$ cat src/rtl/hazard_pkg.sv
// Shared opcodes, field positions, mult/div FSM states and the register-read decoder
// for the pipeline hazard control block.
package hazard_pkg;

  localparam logic [4:0] OP_RTYPE = 5'b00000;
  localparam logic [4:0] OP_ADDI  = 5'b00101;
  localparam logic [4:0] OP_LW    = 5'b01000;
  localparam logic [4:0] OP_SW    = 5'b00111;
  localparam logic [4:0] OP_BNE   = 5'b00010;
  localparam logic [4:0] OP_BLT   = 5'b00110;

  localparam int OP_HI = 31;
  localparam int OP_LO = 27;
  localparam int RD_HI = 26;
  localparam int RD_LO = 22;
  localparam int RS_HI = 21;
  localparam int RS_LO = 17;
  localparam int RT_HI = 16;
  localparam int RT_LO = 12;

  typedef enum logic {
    MD_IDLE = 1'b0,
    MD_BUSY = 1'b1
  } md_state_t;

  // Register 0 is hardwired, so it never appears in a read set.
  function automatic logic reads_reg(input logic [31:0] insn, input logic [4:0] r);
    logic [4:0] op;
    logic [4:0] rd;
    logic [4:0] rs;
    logic [4:0] rt;
    logic       hit;
    op  = insn[OP_HI:OP_LO];
    rd  = insn[RD_HI:RD_LO];
    rs  = insn[RS_HI:RS_LO];
    rt  = insn[RT_HI:RT_LO];
    hit = 1'b0;
    case (op)
      OP_RTYPE:                hit = (rs == r) || (rt == r);
      OP_ADDI, OP_LW:          hit = (rs == r);
      OP_SW, OP_BNE, OP_BLT:   hit = (rd == r) || (rs == r);
      default:                 hit = 1'b0;
    endcase
    return hit && (r != 5'd0);
  endfunction

endpackage

$ cat src/rtl/hazard_control_if.sv
// Bundle of pipeline-facing signals for hazard_control: instruction words and
// mult/div handshake in, stall/flush commands and status out.
interface hazard_control_if #(
  parameter int CW = 6
);

  logic [31:0]   fd_insn;
  logic [31:0]   dx_insn;
  logic          branch_taken;
  logic          md_start;
  logic          md_rdy;
  logic          stall_pc;
  logic          stall_fd;
  logic          stall_dx;
  logic          flush_fd;
  logic          flush_dx;
  logic          md_busy;
  logic          md_err;
  logic [CW-1:0] md_cycles;
  logic [31:0]   perf_stalls;
  logic [31:0]   perf_flushes;

  modport master (
    output fd_insn, dx_insn, branch_taken, md_start, md_rdy,
    input  stall_pc, stall_fd, stall_dx, flush_fd, flush_dx,
    input  md_busy, md_err, md_cycles, perf_stalls, perf_flushes
  );

  modport slave (
    input  fd_insn, dx_insn, branch_taken, md_start, md_rdy,
    output stall_pc, stall_fd, stall_dx, flush_fd, flush_dx,
    output md_busy, md_err, md_cycles, perf_stalls, perf_flushes
  );

endinterface

$ cat src/rtl/md_busy_fsm.sv
// Mult/div busy tracker: holds the pipeline while a multi-cycle op runs, counts its
// cycles and raises a sticky error if the unit never answers.
module md_busy_fsm
  import hazard_pkg::*;
#(
  parameter int MD_MAX_CYCLES = 32,
  parameter int CW            = $clog2(MD_MAX_CYCLES + 1)
) (
  input  logic          clock,
  input  logic          reset_n,
  input  logic          md_start,
  input  logic          md_rdy,
  output logic          md_busy,
  output logic          md_stall,
  output logic          md_err,
  output logic [CW-1:0] md_cycles
);

  localparam logic [CW-1:0] MAX_CNT = CW'(MD_MAX_CYCLES);

  md_state_t     state_q, state_d;
  logic [CW-1:0] cycles_q, cycles_d;
  logic          err_q, err_d;

  always_ff @(posedge clock or negedge reset_n) begin
    if (!reset_n) begin
      state_q  <= MD_IDLE;
      cycles_q <= '0;
      err_q    <= 1'b0;
    end else begin
      state_q  <= state_d;
      cycles_q <= cycles_d;
      err_q    <= err_d;
    end
  end

  // On timeout the stall is still held this cycle; it drops once back in IDLE.
  always_comb begin
    state_d  = state_q;
    cycles_d = cycles_q;
    err_d    = err_q;
    md_stall = 1'b0;
    case (state_q)
      MD_IDLE: begin
        if (md_start) begin
          if (md_rdy) begin
            cycles_d = '0;
          end else begin
            md_stall = 1'b1;
            state_d  = MD_BUSY;
            cycles_d = CW'(1);
          end
        end
      end
      MD_BUSY: begin
        if (md_rdy) begin
          state_d = MD_IDLE;
        end else begin
          md_stall = 1'b1;
          if (cycles_q == MAX_CNT) begin
            err_d   = 1'b1;
            state_d = MD_IDLE;
          end else begin
            cycles_d = cycles_q + CW'(1);
          end
        end
      end
      default: state_d = MD_IDLE;
    endcase
  end

  assign md_busy   = (state_q == MD_BUSY);
  assign md_err    = err_q;
  assign md_cycles = cycles_q;

endmodule

$ cat src/rtl/hazard_control.sv
// Pipeline hazard control: load-use stalls, taken-branch flushes and mult/div holds.
// Define HAZARD_PERF_EN to build saturating stall/flush performance counters.
module hazard_control
  import hazard_pkg::*;
#(
  parameter int MD_MAX_CYCLES = 32,
  parameter int CW            = $clog2(MD_MAX_CYCLES + 1)
) (
  input  logic            clock,
  input  logic            reset_n,
  hazard_control_if.slave bus
);

  logic          mdBusy;
  logic          mdStall;
  logic          mdErr;
  logic [CW-1:0] mdCycles;
  logic [4:0]    dxRd;
  logic          dxIsLoad;
  logic          loadUse;
  logic          stallPc;
  logic          stallFd;
  logic          stallDx;
  logic          flushFd;
  logic          flushDx;

  md_busy_fsm #(
    .MD_MAX_CYCLES(MD_MAX_CYCLES),
    .CW           (CW)
  ) u_md_busy_fsm (
    .clock    (clock),
    .reset_n  (reset_n),
    .md_start (bus.md_start),
    .md_rdy   (bus.md_rdy),
    .md_busy  (mdBusy),
    .md_stall (mdStall),
    .md_err   (mdErr),
    .md_cycles(mdCycles)
  );

  assign dxRd     = bus.dx_insn[RD_HI:RD_LO];
  assign dxIsLoad = (bus.dx_insn[OP_HI:OP_LO] == OP_LW);
  assign loadUse  = dxIsLoad && (dxRd != 5'd0) && reads_reg(bus.fd_insn, dxRd);

  // While busy the mult/div hold owns the pipeline; hazards and branches wait.
  // Otherwise a taken branch overrides any stall so the wrong path is discarded.
  always_comb begin
    stallPc = 1'b0;
    stallFd = 1'b0;
    stallDx = 1'b0;
    flushFd = 1'b0;
    flushDx = 1'b0;
    if (!reset_n) begin
      stallPc = 1'b0;
    end else if (mdBusy) begin
      stallPc = mdStall;
      stallFd = mdStall;
      stallDx = mdStall;
    end else if (bus.branch_taken) begin
      flushFd = 1'b1;
      flushDx = 1'b1;
    end else begin
      stallPc = mdStall || loadUse;
      stallFd = mdStall || loadUse;
      stallDx = mdStall;
      flushDx = loadUse;
    end
  end

  assign bus.stall_pc  = stallPc;
  assign bus.stall_fd  = stallFd;
  assign bus.stall_dx  = stallDx;
  assign bus.flush_fd  = flushFd;
  assign bus.flush_dx  = flushDx;
  assign bus.md_busy   = mdBusy;
  assign bus.md_err    = mdErr;
  assign bus.md_cycles = mdCycles;

`ifdef HAZARD_PERF_EN
  logic [31:0] perfStalls_q, perfStalls_d;
  logic [31:0] perfFlushes_q, perfFlushes_d;

  // Both counters stick at all ones instead of wrapping.
  always_comb begin
    perfStalls_d  = perfStalls_q;
    perfFlushes_d = perfFlushes_q;
    if (stallPc && (perfStalls_q != 32'hFFFF_FFFF)) begin
      perfStalls_d = perfStalls_q + 32'd1;
    end
    if ((flushFd || flushDx) && (perfFlushes_q != 32'hFFFF_FFFF)) begin
      perfFlushes_d = perfFlushes_q + 32'd1;
    end
  end

  always_ff @(posedge clock or negedge reset_n) begin
    if (!reset_n) begin
      perfStalls_q  <= '0;
      perfFlushes_q <= '0;
    end else begin
      perfStalls_q  <= perfStalls_d;
      perfFlushes_q <= perfFlushes_d;
    end
  end

  assign bus.perf_stalls  = perfStalls_q;
  assign bus.perf_flushes = perfFlushes_q;
`else
  assign bus.perf_stalls  = '0;
  assign bus.perf_flushes = '0;
`endif

endmodule

$ cat src/flat_wrapper.sv
// flat-port wrapper written by rule: the top's interface ports become plain ports
module hazard_control_flat import hazard_pkg::*;
#(
  parameter int MD_MAX_CYCLES = 32,
  parameter int CW            = $clog2(MD_MAX_CYCLES + 1)
)
  (clock, reset_n, bus_fd_insn, bus_dx_insn, bus_branch_taken, bus_md_start, bus_md_rdy, bus_stall_pc, bus_stall_fd, bus_stall_dx, bus_flush_fd, bus_flush_dx, bus_md_busy, bus_md_err, bus_md_cycles, bus_perf_stalls, bus_perf_flushes);
  hazard_control_if #(.CW(CW)) bus_i ();
  input  logic clock;
  input  logic reset_n;
  input wire logic [$bits(bus_i.fd_insn)-1:0] bus_fd_insn;
  input wire logic [$bits(bus_i.dx_insn)-1:0] bus_dx_insn;
  input wire logic [$bits(bus_i.branch_taken)-1:0] bus_branch_taken;
  input wire logic [$bits(bus_i.md_start)-1:0] bus_md_start;
  input wire logic [$bits(bus_i.md_rdy)-1:0] bus_md_rdy;
  output wire logic [$bits(bus_i.stall_pc)-1:0] bus_stall_pc;
  output wire logic [$bits(bus_i.stall_fd)-1:0] bus_stall_fd;
  output wire logic [$bits(bus_i.stall_dx)-1:0] bus_stall_dx;
  output wire logic [$bits(bus_i.flush_fd)-1:0] bus_flush_fd;
  output wire logic [$bits(bus_i.flush_dx)-1:0] bus_flush_dx;
  output wire logic [$bits(bus_i.md_busy)-1:0] bus_md_busy;
  output wire logic [$bits(bus_i.md_err)-1:0] bus_md_err;
  output wire logic [$bits(bus_i.md_cycles)-1:0] bus_md_cycles;
  output wire logic [$bits(bus_i.perf_stalls)-1:0] bus_perf_stalls;
  output wire logic [$bits(bus_i.perf_flushes)-1:0] bus_perf_flushes;
  assign bus_i.fd_insn = bus_fd_insn;
  assign bus_i.dx_insn = bus_dx_insn;
  assign bus_i.branch_taken = bus_branch_taken;
  assign bus_i.md_start = bus_md_start;
  assign bus_i.md_rdy = bus_md_rdy;
  assign bus_stall_pc = bus_i.stall_pc;
  assign bus_stall_fd = bus_i.stall_fd;
  assign bus_stall_dx = bus_i.stall_dx;
  assign bus_flush_fd = bus_i.flush_fd;
  assign bus_flush_dx = bus_i.flush_dx;
  assign bus_md_busy = bus_i.md_busy;
  assign bus_md_err = bus_i.md_err;
  assign bus_md_cycles = bus_i.md_cycles;
  assign bus_perf_stalls = bus_i.perf_stalls;
  assign bus_perf_flushes = bus_i.perf_flushes;
  hazard_control #(.MD_MAX_CYCLES(MD_MAX_CYCLES), .CW(CW)) u_core (.clock(clock), .reset_n(reset_n), .bus(bus_i));
endmodule
$ cat config.mk
export PLATFORM = sky130hd
export DESIGN_NAME = hazard_control_flat
export DESIGN_NICKNAME = d
export VERILOG_FILES = /design/src/rtl/hazard_pkg.sv /design/src/rtl/hazard_control_if.sv /design/src/rtl/md_busy_fsm.sv /design/src/rtl/hazard_control.sv /design/src/flat_wrapper.sv
export SDC_FILE = /design/constraint.sdc
export NUM_CORES = 1
export LEC_CHECK = 0
export ABC_AREA = 1
export CORE_MARGIN = 10
export CORE_UTILIZATION = 26
export CTS_CLUSTER_SIZE = 28
export DETAILED_ROUTE_END_ITERATION = 10
export GPL_ROUTABILITY_DRIVEN = 0
export GPL_TIMING_DRIVEN = 0
export PLACE_DENSITY = 0.78
export SKIP_LAST_GASP = 1
export SLEW_MARGIN = 20
export SYNTH_ARGS = -nofsm -noshare
export SYNTH_HDL_FRONTEND = slang
export SYNTH_SLANG_ARGS = --single-unit
export TNS_END_PERCENT = 30
$ cat constraint.sdc
create_clock -name clock -period 2.1 [get_ports clock]
set_input_delay 0.63 -clock clock [delete_from_list [all_inputs] [get_ports clock]]
set_output_delay 0.63 -clock clock [all_outputs]
set_load 0.03 [all_outputs]
==> flow_summary.ini <==
[worst_setup_path]
critPathMaxFanout = 8
cp-start-kind = input pin
cp.arrival_ns = 1.96
critPathRequiredTime_ns = 1.47
cp_slowest_cell = nor2_8
cp_top_family = simple AND/OR/NAND/NOR gates
critical_path_class = in2out
end_kind = primary output
crit_chain = buf_6, nor2_8, nand3_4, nand2_4, nand2_1, nand2_1, nand2_1, nor2_1, nand3_1, nand2_2, nand3_2, nand2_4, buf_6, buf_6
slowest_delay_ns = 0.15
critPathBufInv = 3

[routing]
drt_iter0_markers = 24
post_drt_via_cell_ratio = 3.765
vias = 1476
top_layer = met4
drt_pass1_iterations = 4
wirelength_um = 4393
wl_met3_um = 388
route.layer.met1.wl_um = 1623
wl_met2_um = 2280
drc_errors = 0
ant_nets = 0
avgRoutedWirePerCell_um = 11.21

[yosys]
ys_warn_count = 0
synth.distinct_cells = 27
synth-seq-cells = 8
syn-cell-area_um2 = 1354
avgSynthCellArea_um2 = 6.803
ys_seq_area_share_pct = 14.79
synth_cells = 199

[place]
dpl.hpwl_um = 3842
dp.cells = 379
portBuffers = 47
post-place-ws_ns = -1.529

[final_layout]
syn_to_final_growth_pct = 68.02
multiInputGateArea_um2 = 832.0
seq_area_um2 = 200.2
fin_util_pct = 44.82
final_nets = 394
layout.cells.non_filler = 392
drive_gt1_share_pct = 33.64
layout_common_cells = buf_4 (74), conb_1 (64), nand2_1 (23)
n_fill_cell = 545
final_common_cell = buf_4

[power]
powerDensity_nw_per_um2 = 371.5
p_leak_nw = 1.309
peakVddDrop_mv = 0.2736

[clock_tree]
clkSlewWorstSetupHoldPaths_ns = 0.04
clockBufferDepth = 2
cts-root-buf = clkbuf_8
cts_hold_buf = 0
clk_latency_ns = 0.23
htree_levels = 1
clock_sinks = 8
cts_buffers = 3
cts_tree = done

[timing]
drv_slew = 0
finClkSkew_ns = 0.003232
final-setup-viol-count = 5
min_period_ns = 2.593
finalHoldViolations = 0
rsz0062_at_grt = yes
finalCritPeriodShare_pct = 123.5
max_freq_mhz = 385.7
fin_ws_ns = -0.4926

[run_status]
violations = setup timing
status = finished with violations

[die]
rows = 26
start_util_pct = 26.68
die_h_um = 92.16
die_w_um = 92.16
fp.coreArea_um2 = 5075
die_area_um2 = 8493
pin_count = 146

[flow_run]
drv_cap = 0

[worst_hold_path]
worst_hold_path_type = in2async

[global_route]
gr-total-overflow = 0
grt_max_degree = 10
track_usage_pct = 9.416
grt_pass1_wl_um = 6720
grt_antenna_before_repair = 1
grt_pass1_vias = 1400
## cell usage after synthesis
cell	instances	area share, %
nand2_4	1	0.83
nor2_8	1	1.5
xnor2_1	4	2.6
nand2_1	27	7.5
ha_1	2	1.8
dfrtp_1	8	15
and3_1	1	0.46
o21bai_1	1	0.55
xor2_1	2	1.3
nor3_1	4	1.5
buf_4	66	37
nand3b_1	2	1.1
nand3_1	11	4.1
nand4_1	9	4.2
o21ai_2	1	0.65
inv_2	4	1.1
o22ai_1	2	0.92
nand3_4	1	1.3
nand2_2	1	0.46
o21ai_0	6	2.2
a41oi_1	1	0.65
nor4_1	2	0.92
nor3_2	2	1.5
inv_1	23	6.4
conb_1	1	0.28
a21oi_1	5	1.8
nor2_1	11	3.0
## final timing paths
check,from,to,slack (ns),cells past startpoint
max in group asynchronous,reset_n,u_core.u_md_busy_fsm.md_cycles[2],1.57,1
worst max register to register,u_core.u_md_busy_fsm.md_cycles[0],u_core.u_md_busy_fsm.md_cycles[2],0.52,10
min in group clock,u_core.u_md_busy_fsm.md_err,u_core.u_md_busy_fsm.md_err,0.48,1
worst max-delay path,bus_fd_insn[31],bus_stall_pc,-0.49,14
worst min register to register,u_core.u_md_busy_fsm.md_err,u_core.u_md_busy_fsm.md_err,0.48,1
worst min-delay path,reset_n,u_core.u_md_busy_fsm.md_cycles[5],0.34,1
## registers in the layout (all words and copies together) (netlist names)
register / flops
u_core.u_md_busy_fsm.md_cycles: 6
u_core.u_md_busy_fsm.md_err: 1
u_core.u_md_busy_fsm.md_busy: 1
## through the flow
step / cell area (um^2) / total power [W] / hold slack, ns / TNS, ns
after floorplan: 1612 / 0.0005278 / 0.3344 / -0.4686
after global placement: 2170 / 0.0006440 / 0.4618 / -6.258
after detailed placement: 2170 / 0.0006485 / 0.4753 / -6.415
after CTS: 2247 / 0.0008335 / 0.3488 / -2.166
after global routing: 2275 / 0.0008980 / 0.3669 / -2.733
final: 2275 / 0.0008450 / 0.3410 / -2.199
## power breakdown
group	switching, W	internal (W)
Combinational	0.000298	0.000193
Clock	0.0000599	0.000124
Sequential	0.00000700	0.000163
## kinds of logic (layout without fill, tap and decap cells)
group / after synthesis / after routing / synth area share (%)
buffers and inverters: 93 / 152 / 44.08
adder cells (fa/ha/maj): 2 / 2 / 1.848
flip-flops: 8 / 8 / 14.79
XOR/XNOR: 6 / 6 / 3.882
AO/OA/AOI/OAI: 16 / 16 / 6.839
AND/OR/NAND/NOR: 73 / 73 / 28.28
other: 1 / 65 / 0.2770
## area by class of cell
cell class / count / share of cell area, %
clock buffers: 3 / 1.815
inverters: 27 / 4.785
well taps: 70 / 3.850
plain buffers: 66 / 21.95
flip-flops and latches: 8 / 8.801
multi-input cells: 161 / 36.58
repair buffers: 56 / 22.11
diodes: 1 / 0.1100
## worst register-to-register path: stages, from the launching register on
cell	delay, ns
dfrtp_1	0.38
inv_1	0.11
ha_1	0.16
nand2_1	0.06
nor3_2	0.10
nand3_1	0.10
nand2_1	0.14
o21ai_2	0.11
nand2_1	0.09
xor2_1	0.15
nor2_1	0.06
## per-layer routing
layer	vias to the layer above	global-route usage, %
li1	753	-
met1	637	9.916
met2	77	16.88
met3	9	3.504
met4	0	3.085
met5	-	0
## what timing repair did
item,CTS,global route
setup buffers,7,2
endpoints found under the setup margin,5,5
gates resized for setup,75,3
pin swaps,22,9
(Power assumes the default switching activity.)
